===== src/rtl/rtc_bus_scheduler_if.sv =====
// rtc_bus_scheduler_if: requester handshake and RTC bus
// signals of the RTC bus scheduler.
interface rtc_bus_scheduler_if;
  logic       req_wr;
  logic [7:0] wr_addr;
  logic [7:0] wr_data;
  logic       req_rd;
  logic [7:0] rd_addr;
  logic [7:0] bus_in;
  logic [7:0] bus_out;
  logic       bus_oe;
  logic       cs_n;
  logic       ad_n;
  logic       wr_n;
  logic       rd_n;
  logic [5:0] cont;
  logic       busy;
  logic       grant_wr;
  logic       grant_rd;
  logic       done_wr;
  logic       done_rd;
  logic [7:0] rd_data;

  modport slave (
    input  req_wr, wr_addr, wr_data,
    input  req_rd, rd_addr, bus_in,
    output bus_out, bus_oe,
    output cs_n, ad_n, wr_n, rd_n,
    output cont, busy,
    output grant_wr, grant_rd,
    output done_wr, done_rd,
    output rd_data
  );

  modport master (
    output req_wr, wr_addr, wr_data,
    output req_rd, rd_addr, bus_in,
    input  bus_out, bus_oe,
    input  cs_n, ad_n, wr_n, rd_n,
    input  cont, busy,
    input  grant_wr, grant_rd,
    input  done_wr, done_rd,
    input  rd_data
  );
endinterface


===== src/rtl/rtc_bus_scheduler.sv =====
// rtc_bus_scheduler: arbitrates write/read requesters and
// runs one fixed-length strobe sequence on the RTC bus.
module rtc_bus_scheduler #(
  parameter int unsigned T_LAST  = 42,
  parameter int unsigned CAP_CYC = 35
) (
  input  logic               clk,
  input  logic               reset,
  rtc_bus_scheduler_if.slave bus_if
);

  localparam logic [5:0] C_LAST = 6'(T_LAST);
  localparam logic [5:0] C_CAP  = 6'(CAP_CYC);

  typedef enum logic [1:0] {
    IDLE = 2'd0,
    XFER = 2'd1,
    DONE = 2'd2
  } state_t;

  state_t     state_q, state_d;
  logic [5:0] cont_q, cont_d;
  logic       op_wr_q, op_wr_d;
  logic [7:0] addr_q, addr_d;
  logic [7:0] data_q, data_d;
  logic       last_wr_q, last_wr_d;
  logic [7:0] rd_data_q, rd_data_d;
  logic       busy_q, busy_d;
  logic       gnt_wr_q, gnt_wr_d;
  logic       gnt_rd_q, gnt_rd_d;
  logic       done_wr_q, done_wr_d;
  logic       done_rd_q, done_rd_d;
  logic       cs_n_q, cs_n_d;
  logic       ad_n_q, ad_n_d;
  logic       wr_n_q, wr_n_d;
  logic       rd_n_q, rd_n_d;
  logic       oe_q, oe_d;
  logic [7:0] out_q, out_d;
  logic       pick_wr, pick_rd, start;

  // Arbitration: write wins ties unless it won the last grant.
  always_comb begin
    pick_wr = bus_if.req_wr &&
              !(bus_if.req_rd && last_wr_q);
    pick_rd = bus_if.req_rd && !pick_wr;
    start   = pick_wr || pick_rd;
  end

  // State register.
  always_ff @(posedge clk or negedge reset) begin
    if (!reset) state_q <= IDLE;
    else        state_q <= state_d;
  end

  // Next-state logic.
  always_comb begin
    state_d = state_q;
    unique case (state_q)
      IDLE: if (start) state_d = XFER;
      XFER: if (cont_q == C_LAST) state_d = DONE;
      DONE: state_d = IDLE;
      default: state_d = IDLE;
    endcase
  end

  // Counter, latches, handshake pulses and read capture.
  always_comb begin
    cont_d    = '0;
    op_wr_d   = op_wr_q;
    addr_d    = addr_q;
    data_d    = data_q;
    last_wr_d = last_wr_q;
    rd_data_d = rd_data_q;
    gnt_wr_d  = 1'b0;
    gnt_rd_d  = 1'b0;
    if (state_q == IDLE && start) begin
      op_wr_d   = pick_wr;
      addr_d    = pick_wr ? bus_if.wr_addr
                          : bus_if.rd_addr;
      if (pick_wr) data_d = bus_if.wr_data;
      last_wr_d = pick_wr;
      gnt_wr_d  = pick_wr;
      gnt_rd_d  = pick_rd;
    end
    if (state_q == XFER && state_d == XFER)
      cont_d = cont_q + 6'd1;
    if (state_q == XFER && !op_wr_q &&
        cont_q == C_CAP)
      rd_data_d = bus_if.bus_in;
    done_wr_d = (state_q == DONE) && op_wr_q;
    done_rd_d = (state_q == DONE) && !op_wr_q;
    busy_d    = (state_d == XFER);
  end

  // Strobe/bus decode of the next counter value, so the
  // registered strobes line up with the cont they belong to.
  always_comb begin
    cs_n_d = 1'b1;
    ad_n_d = 1'b1;
    wr_n_d = 1'b1;
    rd_n_d = 1'b1;
    oe_d   = 1'b0;
    out_d  = '0;
    if (state_d == XFER) begin
      if (cont_d >= 6'd1 && cont_d <= 6'd40)
        cs_n_d = 1'b0;
      unique case (1'b1)
        (cont_d >= 6'd1 && cont_d <= 6'd20): begin
          ad_n_d = 1'b0;
          oe_d   = 1'b1;
          out_d  = addr_d;
        end
        (cont_d >= 6'd22 && cont_d <= 6'd40): begin
          if (op_wr_d) begin
            oe_d  = 1'b1;
            out_d = data_d;
          end
        end
        default: ;
      endcase
      if (cont_d >= 6'd5 && cont_d <= 6'd15)
        wr_n_d = 1'b0;
      if (cont_d >= 6'd26 && cont_d <= 6'd36) begin
        if (op_wr_d) wr_n_d = 1'b0;
        else         rd_n_d = 1'b0;
      end
    end
  end

  // Datapath and output registers.
  always_ff @(posedge clk or negedge reset) begin
    if (!reset) begin
      cont_q    <= '0;
      op_wr_q   <= 1'b0;
      addr_q    <= '0;
      data_q    <= '0;
      last_wr_q <= 1'b0;
      rd_data_q <= '0;
      busy_q    <= 1'b0;
      gnt_wr_q  <= 1'b0;
      gnt_rd_q  <= 1'b0;
      done_wr_q <= 1'b0;
      done_rd_q <= 1'b0;
      cs_n_q    <= 1'b1;
      ad_n_q    <= 1'b1;
      wr_n_q    <= 1'b1;
      rd_n_q    <= 1'b1;
      oe_q      <= 1'b0;
      out_q     <= '0;
    end else begin
      cont_q    <= cont_d;
      op_wr_q   <= op_wr_d;
      addr_q    <= addr_d;
      data_q    <= data_d;
      last_wr_q <= last_wr_d;
      rd_data_q <= rd_data_d;
      busy_q    <= busy_d;
      gnt_wr_q  <= gnt_wr_d;
      gnt_rd_q  <= gnt_rd_d;
      done_wr_q <= done_wr_d;
      done_rd_q <= done_rd_d;
      cs_n_q    <= cs_n_d;
      ad_n_q    <= ad_n_d;
      wr_n_q    <= wr_n_d;
      rd_n_q    <= rd_n_d;
      oe_q      <= oe_d;
      out_q     <= out_d;
    end
  end

  assign bus_if.cont     = cont_q;
  assign bus_if.busy     = busy_q;
  assign bus_if.grant_wr = gnt_wr_q;
  assign bus_if.grant_rd = gnt_rd_q;
  assign bus_if.done_wr  = done_wr_q;
  assign bus_if.done_rd  = done_rd_q;
  assign bus_if.rd_data  = rd_data_q;
  assign bus_if.cs_n     = cs_n_q;
  assign bus_if.ad_n     = ad_n_q;
  assign bus_if.wr_n     = wr_n_q;
  assign bus_if.rd_n     = rd_n_q;
  assign bus_if.bus_oe   = oe_q;
  assign bus_if.bus_out  = out_q;

endmodule


===== src/flat_wrapper.sv =====
// flat-port wrapper written by rule: the top's interface ports become plain ports
module rtc_bus_scheduler_flat 
#(
  parameter int unsigned T_LAST  = 42,
  parameter int unsigned CAP_CYC = 35
)
  (clk, reset, bus_if_req_wr, bus_if_wr_addr, bus_if_wr_data, bus_if_req_rd, bus_if_rd_addr, bus_if_bus_in, bus_if_bus_out, bus_if_bus_oe, bus_if_cs_n, bus_if_ad_n, bus_if_wr_n, bus_if_rd_n, bus_if_cont, bus_if_busy, bus_if_grant_wr, bus_if_grant_rd, bus_if_done_wr, bus_if_done_rd, bus_if_rd_data);
  rtc_bus_scheduler_if bus_if_i ();
  input  logic clk;
  input  logic reset;
  input wire logic [$bits(bus_if_i.req_wr)-1:0] bus_if_req_wr;
  input wire logic [$bits(bus_if_i.wr_addr)-1:0] bus_if_wr_addr;
  input wire logic [$bits(bus_if_i.wr_data)-1:0] bus_if_wr_data;
  input wire logic [$bits(bus_if_i.req_rd)-1:0] bus_if_req_rd;
  input wire logic [$bits(bus_if_i.rd_addr)-1:0] bus_if_rd_addr;
  input wire logic [$bits(bus_if_i.bus_in)-1:0] bus_if_bus_in;
  output wire logic [$bits(bus_if_i.bus_out)-1:0] bus_if_bus_out;
  output wire logic [$bits(bus_if_i.bus_oe)-1:0] bus_if_bus_oe;
  output wire logic [$bits(bus_if_i.cs_n)-1:0] bus_if_cs_n;
  output wire logic [$bits(bus_if_i.ad_n)-1:0] bus_if_ad_n;
  output wire logic [$bits(bus_if_i.wr_n)-1:0] bus_if_wr_n;
  output wire logic [$bits(bus_if_i.rd_n)-1:0] bus_if_rd_n;
  output wire logic [$bits(bus_if_i.cont)-1:0] bus_if_cont;
  output wire logic [$bits(bus_if_i.busy)-1:0] bus_if_busy;
  output wire logic [$bits(bus_if_i.grant_wr)-1:0] bus_if_grant_wr;
  output wire logic [$bits(bus_if_i.grant_rd)-1:0] bus_if_grant_rd;
  output wire logic [$bits(bus_if_i.done_wr)-1:0] bus_if_done_wr;
  output wire logic [$bits(bus_if_i.done_rd)-1:0] bus_if_done_rd;
  output wire logic [$bits(bus_if_i.rd_data)-1:0] bus_if_rd_data;
  assign bus_if_i.req_wr = bus_if_req_wr;
  assign bus_if_i.wr_addr = bus_if_wr_addr;
  assign bus_if_i.wr_data = bus_if_wr_data;
  assign bus_if_i.req_rd = bus_if_req_rd;
  assign bus_if_i.rd_addr = bus_if_rd_addr;
  assign bus_if_i.bus_in = bus_if_bus_in;
  assign bus_if_bus_out = bus_if_i.bus_out;
  assign bus_if_bus_oe = bus_if_i.bus_oe;
  assign bus_if_cs_n = bus_if_i.cs_n;
  assign bus_if_ad_n = bus_if_i.ad_n;
  assign bus_if_wr_n = bus_if_i.wr_n;
  assign bus_if_rd_n = bus_if_i.rd_n;
  assign bus_if_cont = bus_if_i.cont;
  assign bus_if_busy = bus_if_i.busy;
  assign bus_if_grant_wr = bus_if_i.grant_wr;
  assign bus_if_grant_rd = bus_if_i.grant_rd;
  assign bus_if_done_wr = bus_if_i.done_wr;
  assign bus_if_done_rd = bus_if_i.done_rd;
  assign bus_if_rd_data = bus_if_i.rd_data;
  rtc_bus_scheduler #(.T_LAST(T_LAST), .CAP_CYC(CAP_CYC)) u_core (.clk(clk), .reset(reset), .bus_if(bus_if_i));
endmodule

===== config.mk =====
export PLATFORM = sky130hd
export DESIGN_NAME = rtc_bus_scheduler_flat
export DESIGN_NICKNAME = d
export VERILOG_FILES = /design/src/rtl/rtc_bus_scheduler_if.sv /design/src/rtl/rtc_bus_scheduler.sv /design/src/flat_wrapper.sv
export SDC_FILE = /design/constraint.sdc
export NUM_CORES = 1
export LEC_CHECK = 0
export CORE_UTILIZATION = 43
export CTS_CLUSTER_SIZE = 8
export DETAILED_ROUTE_END_ITERATION = 8
export PLACE_DENSITY = 0.86
export RECOVER_POWER = 100
export SYNTH_ARGS = -nofsm -noshare
export SYNTH_HDL_FRONTEND = slang
export SYNTH_SLANG_ARGS = --single-unit

===== constraint.sdc =====
create_clock -name clk -period 2.28 [get_ports clk]
set_clock_uncertainty 0.15 [all_clocks]
set_input_delay 0.456 -clock clk [delete_from_list [all_inputs] [get_ports clk]]
set_output_delay 0.456 -clock clk [all_outputs]
set_load 0.02 [all_outputs]

==> results by group <==
Logic synthesis
  – Syn_area_per_cell: 11.82 um^2
  – Synth cell count leaders: 48 x dfrtp_1, 17 x mux2_2, 16 x nand2_1
  – Async set-reset flop share out of synthesis: between 90% and 100%
  – Most common cell in the synthesized netlist: dfrtp_1
  – Mux cell area share after synthesis: 8.235%
  – Top-area cell type share of the netlist area: 49.10%
  – Register area share after synthesis: 53.40%
  – Yosys warnings: 0
  – Mapped Area: 0.002446 mm^2
  – Synth Area in Compound Gates: 18.52%
  – Synth area leader: dfrtp_1
  – Post-Synthesis Cells: 207
  – Xor-xnor portion of the synthesized cell area: between 1 and 1.5%
  – Flops & latches, synth: 52
  – Count of cell types in the netlist: 60
  – Ranking of synthesized cells by area: dfrtp_1 49%, mux2_2 7.8%, dfstp_2 4.3%, a222oi_1 3.3%, o32ai_1 2.9%
  – Post-Synth Adder-Cell Area: under 10%
  – Simple-Gate Fraction of Synth Area: 12.74%
  – Syn nets: around 250
  – Post-synth EDFFs: 0
  – Largest family of logic cells by synthesized area: compound AO/OA/AOI/OAI gates
  – Synth Flop Type: dfrtp_1

CTS
  – Post-CTS setup buffer count: 0
  – Root Buffer: clkbuf_8
  – Clock sink total: 52
  – TritonCTS Buffers: 5
  – Clock Path Buffers: 2
  – CTS clk-pin slew, worst paths: roughly 100 ps
  – Clock latency on the worst-skew pair: 310 ps
  – CTS tree: done
  – Htree depth: 2

STA
  – Slew Viols, Final: 0
  – Slew margin rel.: 24.44%
  – Slew of the pin with the lowest slew margin: 1133 ps
  – Final setup viols: 0
  – Setup TNS Final: 0 ps
  – Minimum clock period: 2247 ps
  – Final Cycle Share: 98.54%
  – Fmax: 0.4451 GHz
  – Final Hold Viols: 0
  – Unrepaired setup endpoints after global routing: true

Drt
  – DR vias/cell: 5.606
  – 1st-pass router iterations: 6
  – Detailed-route via count: about 2100
  – Initial drt markers: 172
  – Drc violations: 0
  – WL per Instance: 16.51 um
  – Wirelength, routed: 6125 um
  – Antenna Nets Post-Route: 0

Worst setup path
  – WS Path Type: reg -> reg
  – Data arrival, critical path: 2310 ps
  – Startpoint types: register
  – Crit path max-delay family: compound AO/OA/AOI/OAI gates
  – Max incr delay on CP: 430 ps
  – Endpoint type of the worst setup path: register
  – Worst Path Required: around 2400 ps
  – CP Max Fanout: 10
  – CP cell instances: inv_4 > ha_4 > nor2_2 > or3_4 > a221oi_4 > a311oi_4 > buf_12 > o32ai_2
  – Slowest cell on crit path: dfrtp_2
  – Crit path buf inv count: 2

Placed design
  – Detail Placement HPWL: 4497 um
  – Final GP Congestion: approximately 0.85
  – # port buffers: between 60 and 70
  – Placed Area: 0.003426 mm^2

GRT
  – Initial antenna violation count: 0
  – GRT Residual Overflow: 0
  – Vias in the first global route: 2140
  – GRT Resource Usage Total: 21.81%
  – First-pass GRT wire length: between 10000 and 15000 um
  – Pin count of the biggest net entering global routing: 22

Power
  – Leak: between 1 and 1.5 nW
  – Clock power share: approximately a quarter
  – Sequential Power Share: 46.1%
  – Comb power frac: 30.6%
  – Sw power: 0.7548 mW
  – Cell Pwr Density: 672.6 mW/mm^2
  – Int Pwr: ~1.6 mW
  – Max VDD drop: 0.4181 mV
  – Sw Ratio: 31.62%

Floorplanning
  – Die H: 77.42 um
  – Core area: around 0.0055 mm^2
  – Core Rows: 27
  – Top Ports: 68
  – Die ar.: 0.005994 mm^2
  – Initial Util: ~44%
  – DIE WIDTH: 77.42 um

Layout
  – Final Util: 64.46%
  – Area added between synthesis and finish: 45.11%
  – N_diodes: 0
  – Nets: roughly 340
  – Post-route cell area: 0.003550 mm^2
  – Layout fillers: 427
  – Share of layout cells above drive strength 1: 24.41%

Run
  – Max-cap violations: 0

Min path
  – Hold Path Class: reg -> reg

Run status
  – Run status: finished, final reports clean
-- cell usage in the layout, fill, tap and decap left out, types with 2 or more instances in the layout --
master / instances
dfrtp_1: 47
inv_6: 2
nor2_1: 9
clkbuf_1: 3
o32ai_2: 6
nand3b_1: 3
clkbuf_8: 5
nand4_1: 2
and2_1: 2
o2111ai_1: 2
clkdlybuf4s50_1: 38
a21oi_1: 5
dlygate4sd3_1: 29
mux2_1: 6
dfstp_2: 4
nor3_1: 4
nand2_1: 16
nand2b_1: 4
o32ai_1: 2
clkbuf_2: 4
a222oi_1: 8
o21ai_0: 5
mux2_2: 11
buf_12: 3
nor2b_1: 2
nand3_1: 3
a211oi_1: 3
inv_1: 11
buf_4: 19
-- stage by stage --
stage                     cells  hold slack, ps  total power [mW]  worst slack, ps
final                       371           353.2             2.388            33.29
after global routing        371           377.8             2.511           -38.86
after CTS                   371           354.9             2.412            40.79
after detailed placement    362           288.1             1.852           -206.7
after floorplan             207           10.41             1.505           -1.701
after global placement      362           281.1             1.822           -109.0
-- worst paths after layout --
| check | cells after the start | to | slack [ps] | from |
|---|---|---|---|---|
| max | 8 | u_core.bus_if.bus_out[5] | 30 | u_core.bus_if.cont[0] |
| min | 1 | u_core.data_q[2] | 350 | u_core.data_q[2] |
| max reg2reg | 8 | u_core.bus_if.bus_out[5] | 30 | u_core.bus_if.cont[0] |
| min reg2reg | 1 | u_core.data_q[2] | 350 | u_core.data_q[2] |
| max in group asynchronous | 3 | u_core.bus_if.cs_n | 260 | reset |
| min in group asynchronous | 2 | u_core.addr_q[0] | 720 | reset |
-- timing repair --
| action | 4_1_cts | 5_1_grt |
|---|---|---|
| hold buffers | 1 | 0 |
| pin swaps | 0 | 1 |
| setup endpoints to repair | 9 | 6 |
| endpoints found under the hold margin | 18 | 0 |
| gates resized for setup | 1 | 6 |
-- flip-flops by register name, indices dropped and copies added, names as in the netlist, 2 cells and up --
signal	cells
u_core.addr_q	8
u_core.bus_if.bus_out	8
u_core.bus_if.rd_data	8
u_core.data_q	8
u_core.bus_if.cont	6
u_core.state_q	2
-- cell families (layout without fill, tap and decap cells) --
family	after synthesis	count (layout)
xor+xnor	2	2
compound gates	50	50
fa+ha+maj	2	2
flops	52	52
simple gates	57	57
buf+inv	26	118
mux	18	18
-- layout make-up --
type / instances / area (um^2) / area share (%)
flip-flops and latches: 52 / 1308 / 36.83
multi-input cells: 129 / 1090 / 30.70
repair buffers: 98 / 917.1 / 25.84
well taps: 72 / 90.09 / 2.538
clock buffers: 5 / 68.82 / 1.939
inverters: 12 / 47.55 / 1.339
clock inverters: 3 / 28.78 / 0.8107
-- power by group through the flow --
stage	combinational, mW	sequential (mW)	clock (mW)
5_1_grt	0.785	1.11	0.616
6_report	0.730	1.10	0.558
2_1_floorplan	0.319	1.19	0
4_1_cts	0.739	1.10	0.572
3_5_place_dp	0.735	1.12	0
3_3_place_gp	0.709	1.11	0
-- layer usage --
metal,GRT usage (%),routed length (um),vias up,share of wire (%)
li1,-,-,953,-
met1,26.15,2453,1046,40
met2,39.03,3255,75,53
met3,4.588,357,6,5.8
met4,6.604,58,0,0.95
met5,0,0,-,0
Note: power is estimated with default switching activity, not from simulation.
